**src/rtl/bank_response_arbiter.sv**
```systemverilog
// bank_response_arbiter: round-robin merge of NUM_BANKS bank response queues
// onto one registered response channel. Each accepted response is stamped
// with its source bank and the global cycle count of the acceptance edge.
// Optional statistics (per-bank grant counts, stall cycles) are built only
// when RESP_ARB_STATS_EN is defined.
module bank_response_arbiter #(
  parameter  int NUM_BANKS = 4,
  parameter  int ADDR_W    = 32,
  parameter  int DATA_W    = 32,
  parameter  int ID_W      = 32,
  localparam int BANK_W    = $clog2(NUM_BANKS)
) (
  input  logic                        clk,
  input  logic                        reset_n,
  input  logic [NUM_BANKS-1:0]        in_valid,
  output logic [NUM_BANKS-1:0]        in_ready,
  input  logic [NUM_BANKS*ADDR_W-1:0] in_addr,
  input  logic [NUM_BANKS*DATA_W-1:0] in_data,
  input  logic [NUM_BANKS*ID_W-1:0]   in_id,
  output logic                        out_valid,
  input  logic                        out_ready,
  output logic [ADDR_W-1:0]           out_addr,
  output logic [DATA_W-1:0]           out_data,
  output logic [ID_W-1:0]             out_id,
  output logic [BANK_W-1:0]           out_bank,
  output logic [63:0]                 out_cycle,
`ifdef RESP_ARB_STATS_EN
  input  logic [BANK_W-1:0]           stat_sel,
  output logic [31:0]                 stat_grants,
  output logic [31:0]                 stat_stall_cycles,
`endif
  output logic [63:0]                 global_cycle
);

  logic                 out_valid_q, out_valid_d;
  logic [ADDR_W-1:0]    out_addr_q, out_addr_d;
  logic [DATA_W-1:0]    out_data_q, out_data_d;
  logic [ID_W-1:0]      out_id_q, out_id_d;
  logic [BANK_W-1:0]    out_bank_q, out_bank_d;
  logic [63:0]          out_cycle_q, out_cycle_d;
  logic [63:0]          global_cycle_q, global_cycle_d;
  logic [BANK_W-1:0]    rr_ptr_q, rr_ptr_d;

  logic                 can_accept;
  logic                 found;
  logic [BANK_W-1:0]    gnt;
  logic                 accept;

  // Output slot is free when empty or being drained this cycle.
  assign can_accept = !out_valid_q || out_ready;

  // Round-robin search: first valid bank at or after rr_ptr, wrapping.
  always_comb begin
    found = 1'b0;
    gnt   = '0;
    for (int k = 0; k < NUM_BANKS; k++) begin
      int                idx;
      logic [BANK_W-1:0] cand;
      idx  = (int'(rr_ptr_q) + k) % NUM_BANKS;
      cand = BANK_W'(idx);
      if (!found && in_valid[cand]) begin
        found = 1'b1;
        gnt   = cand;
      end
    end
  end

  assign accept = found && can_accept;

  // Only the granted bank sees ready; nothing is ready while in reset.
  always_comb begin
    in_ready = '0;
    if (reset_n && accept) in_ready[gnt] = 1'b1;
  end

  // Next state: load on accept, clear valid on a bare drain, else hold.
  always_comb begin
    out_valid_d    = out_valid_q;
    out_addr_d     = out_addr_q;
    out_data_d     = out_data_q;
    out_id_d       = out_id_q;
    out_bank_d     = out_bank_q;
    out_cycle_d    = out_cycle_q;
    rr_ptr_d       = rr_ptr_q;
    global_cycle_d = global_cycle_q + 64'd1;
    if (accept) begin
      out_valid_d = 1'b1;
      out_addr_d  = in_addr[gnt*ADDR_W +: ADDR_W];
      out_data_d  = in_data[gnt*DATA_W +: DATA_W];
      out_id_d    = in_id[gnt*ID_W +: ID_W];
      out_bank_d  = gnt;
      out_cycle_d = global_cycle_q;
      rr_ptr_d    = (int'(gnt) == NUM_BANKS - 1) ? '0 : gnt + BANK_W'(1);
    end else if (out_valid_q && out_ready) begin
      out_valid_d = 1'b0;
    end
  end

  // Output register, round-robin pointer and free-running cycle counter.
  always_ff @(posedge clk or negedge reset_n) begin
    if (!reset_n) begin
      out_valid_q    <= 1'b0;
      out_addr_q     <= '0;
      out_data_q     <= '0;
      out_id_q       <= '0;
      out_bank_q     <= '0;
      out_cycle_q    <= '0;
      global_cycle_q <= '0;
      rr_ptr_q       <= '0;
    end else begin
      out_valid_q    <= out_valid_d;
      out_addr_q     <= out_addr_d;
      out_data_q     <= out_data_d;
      out_id_q       <= out_id_d;
      out_bank_q     <= out_bank_d;
      out_cycle_q    <= out_cycle_d;
      global_cycle_q <= global_cycle_d;
      rr_ptr_q       <= rr_ptr_d;
    end
  end

  assign out_valid    = out_valid_q;
  assign out_addr     = out_addr_q;
  assign out_data     = out_data_q;
  assign out_id       = out_id_q;
  assign out_bank     = out_bank_q;
  assign out_cycle    = out_cycle_q;
  assign global_cycle = global_cycle_q;

`ifdef RESP_ARB_STATS_EN
  logic [NUM_BANKS-1:0][31:0] grant_cnt_q, grant_cnt_d;
  logic [31:0]                stall_cnt_q, stall_cnt_d;

  // Saturating grant-per-bank and output-stall counters.
  always_comb begin
    grant_cnt_d = grant_cnt_q;
    stall_cnt_d = stall_cnt_q;
    if (accept && grant_cnt_q[gnt] != 32'hFFFF_FFFF)
      grant_cnt_d[gnt] = grant_cnt_q[gnt] + 32'd1;
    if (out_valid_q && !out_ready && stall_cnt_q != 32'hFFFF_FFFF)
      stall_cnt_d = stall_cnt_q + 32'd1;
  end

  // Statistics state.
  always_ff @(posedge clk or negedge reset_n) begin
    if (!reset_n) begin
      grant_cnt_q <= '0;
      stall_cnt_q <= '0;
    end else begin
      grant_cnt_q <= grant_cnt_d;
      stall_cnt_q <= stall_cnt_d;
    end
  end

  // Selected bank readout; out-of-range selects read as zero.
  always_comb begin
    stat_grants = '0;
    if (int'(stat_sel) < NUM_BANKS) stat_grants = grant_cnt_q[stat_sel];
  end

  assign stat_stall_cycles = stall_cnt_q;
`endif

endmodule

```
**config.mk**
```make
export PLATFORM = sky130hd
export DESIGN_NAME = bank_response_arbiter
export DESIGN_NICKNAME = d
export VERILOG_FILES = /design/src/rtl/bank_response_arbiter.sv
export SDC_FILE = /design/constraint.sdc
export NUM_CORES = 1
export LEC_CHECK = 0
export CAP_MARGIN = 10
export CORE_AREA = 2 2 242 244
export DETAILED_ROUTE_END_ITERATION = 6
export DIE_AREA = 0 0 244 246
export PLACE_DENSITY_LB_ADDON = 0.25
export SLEW_MARGIN = 30
export SYNTH_ARGS = -nofsm -noshare
export SYNTH_HDL_FRONTEND = slang
export SYNTH_SLANG_ARGS = --single-unit
```
**constraint.sdc**
```tcl
create_clock -name clk -period 4 [get_ports clk]
set_input_delay 0.8 -clock clk [delete_from_list [all_inputs] [get_ports clk]]
set_output_delay 0.8 -clock clk [all_outputs]
set_load 0.05 [all_outputs]
```
==> results of run 1 <==
-- metrics by stage --
stage               hold WS, ns  power, mW  instances  setup slack, ns  instance area [um2]
global route            0.05343      10.72       2468          0.08978                19470
CTS                     0.04029      10.48       2468           0.1923                19470
global placement         0.4592      7.674       2416           0.2463                18500
floorplan                0.5036      5.753       1085           0.2703                11380
finish                  0.07568      10.29       2469           0.2628                19470
detailed placement       0.4621      7.702       2416           0.1966                18510
-- sequential cells by signal, summed over array words and instances, names as in the netlist --
name and count:
out_id 32, out_bank 2, out_addr 32, global_cycle 64, out_cycle 64, out_valid 1
out_data 32, rr_ptr_q 2
-- Yosys cell counts (5+ instances only) --
cell,count,share of area (%)
nand2_1,313,10
dfrtp_1,229,50
mux2i_1,192,17
o221ai_1,97,7.5
xnor2_1,57,4.4
clkbuf_1,30,0.99
buf_2,29,1.3
nand3_1,26,1.1
nand4_1,21,1.2
and3_1,12,0.66
and4_1,12,0.92
buf_4,9,0.59
buf_6,5,0.49
xor2_1,5,0.38
-- final timing paths --
kind / startpoint / endpoint / slack (ns) / cells after the start
max: in_valid[3] / in_ready[2] / 0.26 / 7
min in group clk: out_cycle[22] / out_cycle[22] / 0.47 / 2
max reg2reg: rr_ptr_q[0] / out_addr[28] / 1.35 / 7
min: reset_n / out_cycle[52] / 0.08 / 1
min reg2reg: out_cycle[22] / out_cycle[22] / 0.47 / 2
max in group asynchronous: reset_n / out_data[28] / 2.26 / 3
-- critical path, cell delays in order --
cell and delay (ns):
clkdlybuf4s50_1 0.58, nor4_1 0.11, buf_4 0.16, a21oi_4 0.53, nand2_1 0.20, nor3b_1 0.36
buf_12 0.19
-- power by group through the flow --
stage,Clock [mW],Combinational (mW),Sequential [mW]
after floorplan,0,1.39,4.36
after global placement,0,4.65,3.03
after detailed placement,0,4.67,3.03
after CTS,2.79,4.69,3.00
after global routing,2.87,4.81,3.04
final,2.69,4.61,2.99
-- cell families after synthesis --
| group | count (synthesis) |
|---|---|
| fa+ha+maj | 2 |
| simple gates | 414 |
| flops | 229 |
| buf+inv | 79 |
| compound gates | 107 |
| xor+xnor | 62 |
| mux | 192 |
-- layer usage --
metal | vias up | global-route usage (%)
met5 | - | 0
met4 | 2 | 4.017
met3 | 53 | 4.717
met2 | 361 | 29.61
met1 | 5233 | 20.06
li1 | 5061 | -
-- cell type report --
type                            count  area (um2)
Timing Repair Buffer              641        6511
Fill cell                        5787       37890
Sequential cell                   229        5731
Antenna cell                        1       2.502
Inverter                            4       15.01
Multi-Input combinational cell    777        5294
Clock inverter                      9       113.9
Tap cell                          765       957.2
Clock buffer                       43       848.3
==> impl_metrics.env, run 1 <==
export IMPL_h_tree_depth=1
export IMPL_grt_max_degree=107
export IMPL_drtPass1Iterations=4
export IMPL_synthCells=1085
export IMPL_endpoint_kind="output pin"
export IMPL_grt_pass1_vias=11167
export IMPL_cts_root_buf="clkbuf_16"
export IMPL_power_density_mw_per_mm2=528.5
export IMPL_maxUsedRoutingLayer="met5"
export IMPL_synthesis_nets=1478
export IMPL_crit_arrival_ns=2.94
export IMPL_clock_sinks=229
export IMPL_critPathKind="input pin to output pin"
export IMPL_dieArea_mm2=0.06002
export IMPL_leakage_nw=8.539
export IMPL_final_cell_mix="clkdlybuf4s50_1 (616), nand2_1 (312), dfrtp_1 (229)"
export IMPL_p_switching_mw=4.233
export IMPL_gr_total_overflow=0
export IMPL_clock_path_buffers=3
export IMPL_rows=88
export IMPL_antenna_found_initial=1
export IMPL_rsz0062_at_grt="false"
export IMPL_ys_seq_area_share_pct=50.34
export IMPL_ys_ff_latch=229
export IMPL_finalSetupTns_ns=0
export IMPL_ys_warn_count=0
export IMPL_required_ns=3.20
export IMPL_clkSlewWorstSetupHoldPaths_ns=0.06
export IMPL_cap_violations=0
export IMPL_async_reset_ff_share_pct=100.0
export IMPL_place_congestion=0.8613
export IMPL_finalCritPeriodShare_pct=93.43
export IMPL_drc=0
export IMPL_die_width_um=244
export IMPL_drt_total_wl_um=53080
export IMPL_status="completed"
export IMPL_m1WireLength_um=21290
export IMPL_synthMuxAreaShare_pct=16.88
export IMPL_fin_nets=2075
export IMPL_synth_adder_area_share_pct=0.2198
export IMPL_synth_edff_count=0
export IMPL_skew_ns=0.03210
export IMPL_yosysUniqueCellTypes=38
export IMPL_wire_per_inst_um=21.50
export IMPL_critPathMaxFanout=20
export IMPL_internal_power_mw=6.058
export IMPL_combPwrFrac_pct=44.8
export IMPL_antenna_left=0
export IMPL_clock_power_share_pct=26.1
export IMPL_syn_cell_area_mm2=0.01138
export IMPL_final_common_cell="clkdlybuf4s50_1"
export IMPL_p_sw_share_pct=41.14
export IMPL_num_vias=10710
export IMPL_design_core_area_mm2=0.05737
export IMPL_setup_violations=0
export IMPL_placement_io_buffers=621
export IMPL_vias_per_cell=4.338
export IMPL_cts_tree="done"
export IMPL_areaGrowthSynthToFinish_pct=71.06
export IMPL_layout_drive_gt1_share_pct=5.167
export IMPL_max_clock_freq_ghz=0.2676
export IMPL_max_slew_worst_pin_slew_ns=0.8524
export IMPL_cts_resized=0
export IMPL_holdBufCountCts=0
export IMPL_cts_buffers=29
export IMPL_ys_flop_type="dfrtp_1"
export IMPL_hold_path_class="input pin to async pin"
export IMPL_finalMaxSlewViolations=0
export IMPL_ios=622
export IMPL_synth_compound_area_share_pct=8.002
export IMPL_die_y_um=246
export IMPL_synth_top_family_by_area="multiplexers"
export IMPL_cp_start_kind="input pin"
export IMPL_drt_iter0_drc=372
export IMPL_final_core_util_pct=33.94
export IMPL_wl_met2_um=26700
export IMPL_power_frac_seq_pct=29.1
export IMPL_avgSynthCellArea_um2=10.49
export IMPL_start_util_pct=19.84
export IMPL_yosys_area_share_simple_pct=16.14
export IMPL_synth_xor_area_share_pct=4.770
export IMPL_clk_insertion_delay_late_ns=0.58
export IMPL_max_slew_margin_pct=42.86
export IMPL_hold_viol_final=0
export IMPL_dr_wl_met3_um=3740
export IMPL_ir_worst_vdd_mv=0.3350
export IMPL_postCtsSetupBuffers=0
export IMPL_place_hpwl_um=40140
export IMPL_grt_util_all_layers_pct=16.77
export IMPL_grt_pass1_wl_um=76360
export IMPL_fin_crit_ns=3.737
Power figures use the tool's default switching activity.
==> run 2: changes to the inputs <==
- CORE_AREA: 2 2 242 244 -> 2 2 245 247
- DIE_AREA: 0 0 244 246 -> 0 0 247 249
==> run 2 against run 1 <==
Sequential power about the same. Die area up 2.5%. Combinational power about the same. Count of clock-buffer cells in the layout down 4. Global-route usage down 0.37 points. Sequential share of layout area about the same. Sequential cell count unchanged. Setup slack better by 0.25 ns. Largest power group unchanged. Highest routed layer unchanged.
==> impl_metrics.env, run 2 (synthesis results as in run 1) <==
export IMPL_status="completed"
export IMPL_skew_ns=0.01547
export IMPL_grt_pass1_wl_um=76320
export IMPL_cp_start_kind="input pin"
export IMPL_hold_viol_final=0
export IMPL_worst_slack_ns=0.5091
export IMPL_grt_pass1_vias=11301
export IMPL_critPathMaxFanout=4
export IMPL_hold_path_class="flip-flop to flip-flop"
export IMPL_clock_path_buffers=3
export IMPL_finalSetupTns_ns=0
export IMPL_finalMaxSlewViolations=0
export IMPL_rsz0062_at_grt="false"
export IMPL_power_density_mw_per_mm2=518.1
export IMPL_required_ns=3.20
export IMPL_grt_util_all_layers_pct=16.40
export IMPL_num_vias=10775
export IMPL_final_common_cell="clkdlybuf4s50_1"
export IMPL_setup_violations=0
export IMPL_clk_insertion_delay_late_ns=0.57
export IMPL_max_clock_freq_ghz=0.2865
export IMPL_final_cell_mix="clkdlybuf4s50_1 (616), nand2_1 (312), dfrtp_1 (229)"
export IMPL_antenna_found_initial=8
export IMPL_clock_sinks=229
export IMPL_max_slew_margin_pct=33.25
export IMPL_dieArea_mm2=0.06150
export IMPL_place_hpwl_um=39520
export IMPL_cap_violations=0
export IMPL_gr_total_overflow=0
export IMPL_wire_per_inst_um=21.17
export IMPL_areaGrowthSynthToFinish_pct=70.90
export IMPL_ios=622
export IMPL_drc=0
export IMPL_crit_arrival_ns=2.69
export IMPL_pre_cts_ws_ns=0.5251
export IMPL_layout_drive_gt1_share_pct=5.272
export IMPL_multiInputGateArea_mm2=0.005294
export IMPL_drt_iter0_drc=446
export IMPL_worstReg2RegStart="global_cycle[14]"
export IMPL_endpoint_kind="output pin"
export IMPL_drt_total_wl_um=52610
export IMPL_crit_start="in_valid[0]"
export IMPL_fin_crit_ns=3.491
export IMPL_fillers=5929
export IMPL_die_y_um=249
export IMPL_drtPass1Iterations=5
export IMPL_grt_max_degree=119
export IMPL_vias_per_cell=4.336
export IMPL_placement_io_buffers=621
export IMPL_cts_resized=0
export IMPL_leakage_nw=8.519
export IMPL_clkSlewWorstSetupHoldPaths_ns=0.06
export IMPL_rows=89
export IMPL_cts_buffers=29
export IMPL_cts_root_buf="clkbuf_16"
export IMPL_die_width_um=247
export IMPL_ir_worst_vdd_mv=0.3309
export IMPL_hold_start="out_cycle[23]"
export IMPL_design_core_area_mm2=0.05869
export IMPL_place_congestion=0.8851
export IMPL_finalCritPeriodShare_pct=87.27
export IMPL_fin_nets=2082
export IMPL_antenna_left=0
export IMPL_critPathKind="input pin to output pin"
export IMPL_max_slew_worst_pin_slew_ns=1.001
export IMPL_h_tree_depth=1
export IMPL_start_util_pct=19.40
export IMPL_cts_tree="done"
export IMPL_seqCellArea_mm2=0.005731
[run 2: cell count changes in the layout (fill, tap and decap cells not counted)]
| cell | previous run | this run |
|---|---|---|
| buf_4 | 12 | 18 |
| bufinv_16 | 2 | 1 |
| clkbuf_1 | 7 | 8 |
| clkbuf_8 | 7 | 2 |
| clkinv_2 | 5 | 6 |
| clkinvlp_4 | 0 | 1 |
| diode_2 | 1 | 5 |
| dlygate4sd3_1 | 0 | 1 |
| inv_16 | 1 | 0 |
| inv_6 | 0 | 1 |
[run 2: area by class of cell]
cell class | instances | share of cell area, %
clock buffer | 39 | 4.026
inverter | 4 | 0.07718
tap | 773 | 4.972
antenna | 5 | 0.06432
timing repair buffer | 648 | 33.75
clock inverter | 10 | 0.4374
multi-input combinational | 777 | 27.21
sequential | 229 | 29.46
[run 2: final timing paths]
kind	to	slack, ns	cells past startpoint
worst max-delay path	in_ready[2]	0.51	7
min in group asynchronous	out_cycle[50]	0.61	2
worst min-delay path	out_cycle[23]	0.48	2
max in group asynchronous	out_addr[2]	1.75	4
worst min register to register	out_cycle[23]	0.48	2
worst max register to register	global_cycle[63]	1.52	5
[run 2: what timing repair did]
action | 4_1_cts | 5_1_grt
hold buffers | 1 | 0
endpoints found under the hold margin | 3 | 0
buffers inserted | 0 | 0
[run 2: routing by layer]
| layer | GRT usage [%] | up-vias | share of wire (%) |
|---|---|---|---|
| li1 | - | 5091 | - |
| met1 | 18.87 | 5256 | 39 |
| met2 | 29.44 | 365 | 50 |
| met3 | 4.870 | 57 | 8.4 |
| met4 | 4.028 | 6 | 2.3 |
| met5 | 0 | - | 0.082 |
[run 2: critical path: stages]
cell and delay (ns):
clkdlybuf4s50_1 0.53, nor2b_1 0.20, a21oi_1 0.09, o221ai_4 0.34, inv_1 0.16, nor3b_1 0.38
buf_12 0.19
[run 2: stage by stage]
step                      utilization, %  power (mW)  hold slack (ns)  cell area [um2]  instances
final                              33.15       10.08           0.4757            19450       2485
after global routing               33.14       10.54           0.5053            19450       2482
after CTS                          33.13       10.28           0.4833            19440       2480
after detailed placement           31.63       7.686           0.4618            18560       2430
after global placement             31.62       7.647           0.4591            18560       2430
after floorplan                        -       5.753           0.5036            11380       1085
[run 2: power by group]
part           switching, mW  total (mW)  internal (mW)
Sequential             0.261        2.98           2.72
Combinational           2.86        4.62           1.76
Clock                   1.05        2.48           1.42
==> RTL edit (flow settings as in run 1) <==
`out_data_q` no longer has a reset.
--- a/src/rtl/bank_response_arbiter.sv
+++ b/src/rtl/bank_response_arbiter.sv
@@ -102,5 +102,4 @@
       out_valid_q    <= 1'b0;
       out_addr_q     <= '0;
-      out_data_q     <= '0;
       out_id_q       <= '0;
       out_bank_q     <= '0;
@@ -111,5 +110,4 @@
       out_valid_q    <= out_valid_d;
       out_addr_q     <= out_addr_d;
-      out_data_q     <= out_data_d;
       out_id_q       <= out_id_d;
       out_bank_q     <= out_bank_d;
@@ -118,4 +116,8 @@
       rr_ptr_q       <= rr_ptr_d;
     end
+  end
+
+  always_ff @(posedge clk) begin
+    out_data_q <= out_data_d;
   end
 
Formal check against the unedited RTL: not equivalent (a bounded check fails within 4 cycles, from zero or initial values and one cycle with reset_n low).
==> RTL edit against run 1 <==
Wire length is essentially flat; sequential cell count is the same; worst setup slack gained 0.18 ns; cell area grew 1.1%; critical path type unchanged; clock skew shrank 0.021 ns; total power grew 0.23%; largest cell class unchanged; synthesized area shrank 0.11%.
==> RTL edit: results (changes against run 1) <==
{| class="wikitable"
! Metric !! Value
|-
| Status || finished, final reports clean
|-
| Total number of vias || 10500 (-2.0%)
|-
| Stage delay of the slowest cell on the critical path || 0.60 ns (+0.02 ns)
|-
| Standby leakage power || 0.00855 uW (+0.16%)
|-
| Largest net degree at the start of global routing || 141 (+32%)
|-
| Final Wtd Congestion || 0.854 (-0.85%)
|-
| Final hold slack || 0.0830 ns (+0.00730 ns)
|-
| Synthesized net count || 1452 (-1.8%)
|-
| Proportion of register bits with asynchronous set or reset after synthesis || 86.0% (-14 points)
|-
| Number of DRC markers after the initial detailed-route iteration || 432 (+16%)
|-
| Count of placed standard cells in the final layout, fillers left out || 2465 (-0.16%)
|-
| Critical Path End || in_ready[1]
|-
| Highest Clock Rate || 281 MHz (+5.0%)
|-
| Power attributed to the clock group || 3000 uW (+12%)
|-
| Switching power summed over all nets || 4020 uW (-5.1%)
|-
| Placed wire-length estimate after detailed placement || 40700 microns (+1.5%)
|-
| Setup slack of the most critical reg-to-reg path || 1.26 ns (-0.09 ns)
|-
| CTS Buf Count || 30 (+3.4%)
|-
| Sequential Power Share || 28.7% (-0.4 points)
|-
| Yosys top cell area share || 43.4% (-7.0 points)
|-
| Area post-placement || 18600 sq um (+0.30%)
|-
| Placed cell count || 2401 (-0.62%)
|-
| Most common library cells after synthesis || sky130_fd_sc_hd__nand2_1 (270), sky130_fd_sc_hd__mux2i_1 (224), sky130_fd_sc_hd__dfrtp_1 (197)
|-
| Worst slew slack as a fraction of its limit || 45.1% (+2.2 points)
|-
| Total routing resource utilization after global routing || 16.8% (+0.021 points)
|-
| Worst clock skew on the final layout || 0.0109 ns (-0.0212 ns)
|-
| Antenna violations before repair || 12 (+11)
|-
| Fraction of layout cells with a size suffix above 1 || 5.44% (+0.27 points)
|-
| Setup slack after placement || 0.392 ns (+0.195 ns)
|-
| Critical path data arrival time || 2.76 ns (-0.18 ns)
|-
| Timing startpoint of the critical path || in_valid[1]
|-
| Number of distinct library cells after synthesis || 37 (-2.6%)
|-
| Cell types occupying the most area after synthesis || sky130_fd_sc_hd__dfrtp_1 (43%), sky130_fd_sc_hd__mux2i_1 (20%), sky130_fd_sc_hd__nand2_1 (8.9%), sky130_fd_sc_hd__edfxtp_1 (8.5%), sky130_fd_sc_hd__o221ai_1 (5.0%)
|-
| Global-route wire length before repair || 75400 microns (-1.2%)
|-
| Maximum ir drop on the vdd rail || 0.000332 V (-0.79%)
|-
| Average footprint of a synthesized cell || 10.7 sq um (+2.3%)
|-
| Number of global-route vias before repair || 10900 (-2.1%)
|}
-- RTL edit: cells by family (layout without fill, tap and decap cells) --
| group | Yosys count | count (layout) | share of synthesized area, % |
|---|---|---|---|
| xor+xnor | 62 | 62 | 4.78 |
| fa+ha+maj | 2 | 2 | 0.220 |
| mux | 224 | 224 | 19.7 |
| simple gates | 380 | 380 | 14.7 |
| compound gates | 82 | 82 | 5.84 |
| flops | 229 | 229 | 51.8 |
| other cells | 0 | 8 | 0 |
| buf+inv | 80 | 713 | 2.89 |
-- RTL edit: per-layer routing --
layer	up-vias	wire length, microns	global-route usage (%)
li1	5003	-	-
met1	5061	20800	19.4
met2	364	26600	29.5
met3	65	4120	5.25
met4	6	1490	5.27
met5	-	37	0
-- RTL edit: cell type report --
class                   count  area (sq um)
flip-flops and latches    229          5890
clock buffers              35           791
well taps                 765           957
multi-input cells         750          5180
inverters                  13          51.3
fillers                  5755         37700
repair buffers            644          6480
clock inverters            21           304
diodes                      8          20.0
